<file path="src/rtl/fabric_config_loader_if.sv">
// -----------------------------------------------------------------------------
// fabric_config_loader_if
// Bundles the bitstream word stream and the frame write port of the
// configuration loader.
//   in_data/in_valid/in_ready : bitstream words, transfer on valid && ready
//   cfg_we/cfg_addr/cfg_data  : one-cycle frame write into the fabric
// Modports:
//   master : bitstream source / fabric side (drives words, observes writes)
//   slave  : the loader itself
// -----------------------------------------------------------------------------
interface fabric_config_loader_if #(
  parameter int FRAME_W    = 33,
  parameter int NUM_FRAMES = 44,
  parameter int IN_W       = 8
);
  localparam int AW = (NUM_FRAMES > 1) ? $clog2(NUM_FRAMES) : 1;

  logic [IN_W-1:0]    in_data;
  logic               in_valid;
  logic               in_ready;
  logic               cfg_we;
  logic [AW-1:0]      cfg_addr;
  logic [FRAME_W-1:0] cfg_data;

  modport master (
    output in_data,
    output in_valid,
    input  in_ready,
    input  cfg_we,
    input  cfg_addr,
    input  cfg_data
  );

  modport slave (
    input  in_data,
    input  in_valid,
    output in_ready,
    output cfg_we,
    output cfg_addr,
    output cfg_data
  );
endinterface

</file>
<file path="src/rtl/fabric_config_loader.sv">
// -----------------------------------------------------------------------------
// fabric_config_loader
// Streams a configuration bitstream into the fabric's frame registers.
// Each frame is assembled LSB-first from BPF input words, written by index,
// and after the last frame a trailing XOR checksum word is verified. The
// fabric enable is only raised after a load whose checksum matched.
// Ports:
//   clk       : system clock
//   rst       : synchronous active-high reset
//   start     : one-cycle pulse, begins a load from IDLE/DONE/ERROR
//   bus       : slave side of fabric_config_loader_if (word stream + frame write)
//   busy      : load in progress (LOAD/WRITE/CHECK)
//   done      : last load completed with a matching checksum
//   error     : last load completed with a checksum mismatch
//   fabric_en : fabric may run (only in DONE)
// -----------------------------------------------------------------------------
module fabric_config_loader #(
  parameter int FRAME_W    = 33,
  parameter int NUM_FRAMES = 44,
  parameter int IN_W       = 8
) (
  input  logic                    clk,
  input  logic                    rst,
  input  logic                    start,
  fabric_config_loader_if.slave   bus,
  output logic                    busy,
  output logic                    done,
  output logic                    error,
  output logic                    fabric_en
);
  localparam int BPF   = (FRAME_W + IN_W - 1) / IN_W;
  localparam int AW    = (NUM_FRAMES > 1) ? $clog2(NUM_FRAMES) : 1;
  localparam int WW    = (BPF > 1) ? $clog2(BPF) : 1;
  localparam int BUF_W = BPF * IN_W;

  typedef enum logic [2:0] {
    S_IDLE,
    S_LOAD,
    S_WRITE,
    S_CHECK,
    S_DONE,
    S_ERROR
  } state_t;

  state_t             r_state;
  logic [WW-1:0]      r_word;
  logic [AW-1:0]      r_frame_idx;
  logic [IN_W-1:0]    r_acc;
  logic [BUF_W-1:0]   r_frame;
  logic               r_cfg_we;
  logic [AW-1:0]      r_cfg_addr;
  logic [FRAME_W-1:0] r_cfg_data;
  logic               r_busy;
  logic               r_done;
  logic               r_error;
  logic               r_fabric_en;

  logic               w_in_ready;
  logic               w_xfer;
  logic               w_last_word;
  logic               w_last_frame;
  logic [BUF_W-1:0]   w_frame_next;

  // Readiness depends on state only so the source never sees a
  // combinational path from its own valid back to ready.
  assign w_in_ready   = (r_state == S_LOAD) || (r_state == S_CHECK);
  assign w_xfer       = bus.in_valid && w_in_ready;
  assign w_last_word  = (r_word == WW'(BPF - 1));
  assign w_last_frame = (r_frame_idx == AW'(NUM_FRAMES - 1));

  // Frame buffer with the current word merged in, so the final word of a
  // frame can be forwarded straight into cfg_data on the same edge.
  // The buffer is BPF words wide; bits above FRAME_W are never written out.
  genvar gi;
  generate
    for (gi = 0; gi < BPF; gi++) begin : g_slice
      assign w_frame_next[gi*IN_W +: IN_W] =
        (w_xfer && (r_state == S_LOAD) && (r_word == WW'(gi))) ?
        bus.in_data : r_frame[gi*IN_W +: IN_W];
    end
  endgenerate

  always_ff @(posedge clk) begin
    if (rst) begin
      r_state     <= S_IDLE;
      r_word      <= '0;
      r_frame_idx <= '0;
      r_acc       <= '0;
      r_frame     <= '0;
      r_cfg_we    <= 1'b0;
      r_cfg_addr  <= '0;
      r_cfg_data  <= '0;
      r_busy      <= 1'b0;
      r_done      <= 1'b0;
      r_error     <= 1'b0;
      r_fabric_en <= 1'b0;
    end else begin
      case (r_state)
        S_IDLE, S_DONE, S_ERROR: begin
          if (start) begin
            r_state     <= S_LOAD;
            r_word      <= '0;
            r_frame_idx <= '0;
            r_acc       <= '0;
            r_frame     <= '0;
            r_busy      <= 1'b1;
            r_done      <= 1'b0;
            r_error     <= 1'b0;
            r_fabric_en <= 1'b0;
          end
        end

        S_LOAD: begin
          if (w_xfer) begin
            // Every bit of the word feeds the checksum, including bits
            // that fall beyond FRAME_W in the last word of a frame.
            r_acc   <= r_acc ^ bus.in_data;
            r_frame <= w_frame_next;
            if (w_last_word) begin
              r_word     <= '0;
              r_state    <= S_WRITE;
              r_cfg_we   <= 1'b1;
              r_cfg_addr <= r_frame_idx;
              r_cfg_data <= w_frame_next[FRAME_W-1:0];
            end else begin
              r_word <= r_word + 1'b1;
            end
          end
        end

        S_WRITE: begin
          r_cfg_we <= 1'b0;
          r_frame  <= '0;
          if (w_last_frame) begin
            r_state <= S_CHECK;
          end else begin
            r_frame_idx <= r_frame_idx + 1'b1;
            r_state     <= S_LOAD;
          end
        end

        S_CHECK: begin
          if (w_xfer) begin
            r_busy <= 1'b0;
            if (bus.in_data == r_acc) begin
              r_state     <= S_DONE;
              r_done      <= 1'b1;
              r_fabric_en <= 1'b1;
            end else begin
              r_state <= S_ERROR;
              r_error <= 1'b1;
            end
          end
        end

        default: begin
          r_state <= S_IDLE;
          r_busy  <= 1'b0;
        end
      endcase
    end
  end

  assign bus.in_ready = w_in_ready;
  assign bus.cfg_we   = r_cfg_we;
  assign bus.cfg_addr = r_cfg_addr;
  assign bus.cfg_data = r_cfg_data;
  assign busy         = r_busy;
  assign done         = r_done;
  assign error        = r_error;
  assign fabric_en    = r_fabric_en;
endmodule

</file>
<file path="src/flat_wrapper.sv">
// flat-port wrapper written by rule: the top's interface ports become plain ports
module fabric_config_loader_flat 
#(
  parameter int FRAME_W    = 33,
  parameter int NUM_FRAMES = 44,
  parameter int IN_W       = 8
)
  (clk, rst, start, busy, done, error, fabric_en, bus_in_data, bus_in_valid, bus_in_ready, bus_cfg_we, bus_cfg_addr, bus_cfg_data);
  fabric_config_loader_if #(.FRAME_W(FRAME_W), .NUM_FRAMES(NUM_FRAMES), .IN_W(IN_W)) bus_i ();
  input  logic clk;
  input  logic rst;
  input  logic start;
  output logic busy;
  output logic done;
  output logic error;
  output logic fabric_en;
  input wire logic [$bits(bus_i.in_data)-1:0] bus_in_data;
  input wire logic [$bits(bus_i.in_valid)-1:0] bus_in_valid;
  output wire logic [$bits(bus_i.in_ready)-1:0] bus_in_ready;
  output wire logic [$bits(bus_i.cfg_we)-1:0] bus_cfg_we;
  output wire logic [$bits(bus_i.cfg_addr)-1:0] bus_cfg_addr;
  output wire logic [$bits(bus_i.cfg_data)-1:0] bus_cfg_data;
  assign bus_i.in_data = bus_in_data;
  assign bus_i.in_valid = bus_in_valid;
  assign bus_in_ready = bus_i.in_ready;
  assign bus_cfg_we = bus_i.cfg_we;
  assign bus_cfg_addr = bus_i.cfg_addr;
  assign bus_cfg_data = bus_i.cfg_data;
  fabric_config_loader #(.FRAME_W(FRAME_W), .NUM_FRAMES(NUM_FRAMES), .IN_W(IN_W)) u_core (.clk(clk), .rst(rst), .start(start), .bus(bus_i), .busy(busy), .done(done), .error(error), .fabric_en(fabric_en));
endmodule
</file>
<file path="config.mk">
export PLATFORM = sky130hd
export DESIGN_NAME = fabric_config_loader_flat
export DESIGN_NICKNAME = d
export VERILOG_FILES = /design/src/rtl/fabric_config_loader_if.sv /design/src/rtl/fabric_config_loader.sv /design/src/flat_wrapper.sv
export SDC_FILE = /design/constraint.sdc
export NUM_CORES = 1
export LEC_CHECK = 0
export CORE_ASPECT_RATIO = 0.5
export CORE_MARGIN = 2
export CORE_UTILIZATION = 53
export DETAILED_ROUTE_END_ITERATION = 10
export PLACE_DENSITY = 0.78
export SLEW_MARGIN = 20
export SYNTH_ARGS = -nofsm -noshare
export SYNTH_HDL_FRONTEND = slang
export SYNTH_SLANG_ARGS = --single-unit
</file>
<file path="constraint.sdc">
create_clock -name clk -period 2.25 [get_ports clk]
set_input_delay 0.45 -clock clk [delete_from_list [all_inputs] [get_ports clk]]
set_output_delay 0.45 -clock clk [all_outputs]
set_load 0.005 [all_outputs]
</file>
==> impl_metrics.tcl <==
set metrics [dict create \
    status "completed" \
    routed_via_density 5.930 \
    nets 495 \
    cts_num_sinks 95 \
    cap_viol_max_count 0 \
    clk_pin_slew_ns 0.06 \
    wl_met3_um 631 \
    ys_ff_latch 95 \
    wl_mm 9.769 \
    drt-wirelength-per-cell_um 17.02 \
    cp_num_buf_inv 2 \
    fin_crit_sh_pct 96.15 \
    clock_skew_ns 0.004703 \
    fin_tns_setup_ns 0 \
    critical_path.top_delay_family "flip-flops" \
    cts-root-buf "clkbuf_16" \
    hpwl_mm 6.816 \
    die_area_mm2 0.007993 \
    synthCells 420 \
    hold_violations 0 \
    final_common_cell "dfxtp_1" \
    ctsResizeCount 0 \
    slowest_stage "dfxtp_1" \
    crit_path_end_kind "output port" \
    path_cells "nand2b_1, inv_1, clkdlybuf4s50_1" \
    final_core_util_pct 70.79 \
    area_delta_synth_final_pct 26.26 \
    p_per_area_mw_per_mm2 860.0 \
    top_layer_used "met4" \
    rsz0062_at_grt "no" \
    crit_required_ns 1.80 \
    core.rowCount 21 \
    maxSlewHeadroom_pct 59.34 \
    cts_tree "built" \
    peakVddDrop_mv 0.4844 \
    synth_top_area_share_pct 49.46 \
    grt_pass1_wl_mm 16.04 \
    port_buffers 56 \
    layout_common_cells "dfxtp_1, nand2_1, clkdlybuf4s50_1" \
    p_leak_nw 1.661 \
    via_count 3404 \
    layout-drive-gt1-share_pct 9.544 \
    ys_warn_count 0 \
    htreeDepth 3 \
    start_util_pct 56.07 \
    synth_edf_count 0 \
    drt_iter0_drc 335 \
    die_h_um 64.23 \
    coreArea_mm2 0.006858 \
    postCtsHoldBufs 0 \
    arrival_ns 1.71 \
    antenna_cells 0 \
    grt_pass1_vias 3220 \
    numCtsBuffers 9 \
    max_stage_delay_ns 0.59 \
    synth_cell_type_count 43 \
    yosysSeqAreaShare_pct 49.46 \
    crit_start "u_core.r_state[2]" \
    hold_start "u_core.error" \
    crit_cells 3 \
    post-cts-setup-buffer-count 0 \
    gp_congestion 0.8659 \
    synthFlopType "dfxtp_1" \
    slew_viol_final 0 \
    chipWidth_um 124.5 \
    dr_wl_met2_mm 4.702 \
    antenna_found_initial 0 \
    hold_depth 2 \
    max_freq_mhz 462.2 \
    async_reset_ff_share_pct 0 \
    cts_buffer_depth 2 \
    drc 0 \
    m1WireLength_mm 4.378 \
    ant_nets 0 \
    clkLatencyLatePin_ns 0.34 \
    reg2reg_from "u_core.r_state[2]" \
    grt-ovfl-total 0 \
    syn_avg_cell_area_um2 9.155 \
    worstSetupPathType "reg2out" \
    drt_pre_antenna_iters 5 \
    yosysTopAreaCell "dfxtp_1" \
    netlist_top_cells_area "dfxtp_1, a21oi_1, nand2_1" \
    syn_nets 438 \
    track_usage_pct 25.47 \
    syn_area_mm2 0.003845 \
    startpoint_type "register" \
    worst_pin_slew_ns 0.6087 \
    setup_viol_count_final 0 \
    hold_path.class "reg2reg" \
    crit_fanout 13 \
    r2r_cells 4 \
    post-route-min-period_ns 2.163 \
    grt_max_degree 48 \
    io_pins 57 \
]
Yosys cell counts, types with 2 or more instances:
library cell,number
a211oi_1,8
a21o_1,2
a21oi_1,54
a22o_1,18
a311oi_1,8
a32o_1,16
and2_1,4
buf_2,8
buf_4,2
clkbuf_1,23
dfxtp_1,95
ha_1,6
inv_1,5
mux2i_1,10
nand2_1,70
nand2b_1,5
nand3_1,4
nand4_1,4
nor2_1,16
nor2b_1,8
nor3_1,3
nor3b_1,2
o21ai_0,12
o22ai_2,3
or2b_1,7
or3_1,3
xnor2_1,8
path summary, 6_finish.rpt:
kind,to,slack (ns)
setup / recovery,bus_in_ready,0.09
hold / removal,u_core.error,0.45
setup reg to reg,u_core.r_acc[5],0.24
hold reg to reg,u_core.error,0.45
report_power, final:
part | switching, mW | internal, mW | leakage [nW]
sequential | 0.108 | 1.76 | 0.767
clock | 0.625 | 0.862 | 0.140
combinational | 0.470 | 0.351 | 0.754
sequential cells by signal, indices dropped and copies added, names as in the netlist:
name	count
u_core.r_word	3
u_core.r_frame	32
u_core.busy	1
u_core.bus.cfg_data	33
u_core.done	1
u_core.bus.cfg_addr	6
u_core.bus.cfg_we	1
u_core.r_acc	8
u_core.error	1
u_core.r_state	3
u_core.r_frame_idx	6
stage by stage:
step,area [um^2],hold WS (ns),instances,total power [mW],setup slack (ns)
6_report,4855,0.4465,574,4.175,0.08653
5_1_grt,4855,0.4636,574,4.362,0.0007687
4_1_cts,4855,0.4543,574,4.178,0.08314
3_5_place_dp,4566,0.4448,558,2.700,0.03006
3_3_place_gp,4566,0.4350,558,2.657,0.1165
2_1_floorplan,3845,0.4312,420,2.424,0.4855
kinds of logic after synthesis:
logic type	after synthesis	share of synthesized area, %
compound gates	128	23.07
xor+xnor	8	1.822
fa+ha+maj	6	1.952
buf+inv	39	4.263
flops	95	49.46
mux	10	2.603
simple gates	134	16.82
final cells by class:
type	instances	area, um^2
clock buffers	11	232.7
repair buffers	80	748.2
inverters	5	18.77
fillers	518	2003
flip-flops and latches	95	1902
well taps	92	115.1
clock inverters	5	56.30
multi-input cells	286	1782
layer usage:
layer / GRT usage, % / up-vias
li1: - / 1611
met1: 32.29 / 1654
met2: 43.31 / 132
met3: 7.035 / 7
met4: 6.882 / 0
met5: 0 / -
worst register-to-register path, stage by stage (launching register included):
cell	delay [ns]
dfxtp_1	0.59
nand2b_1	0.26
mux2i_1	0.46
nor2_1	0.26
a311oi_1	0.34
Power figures use the tool's default switching activity.
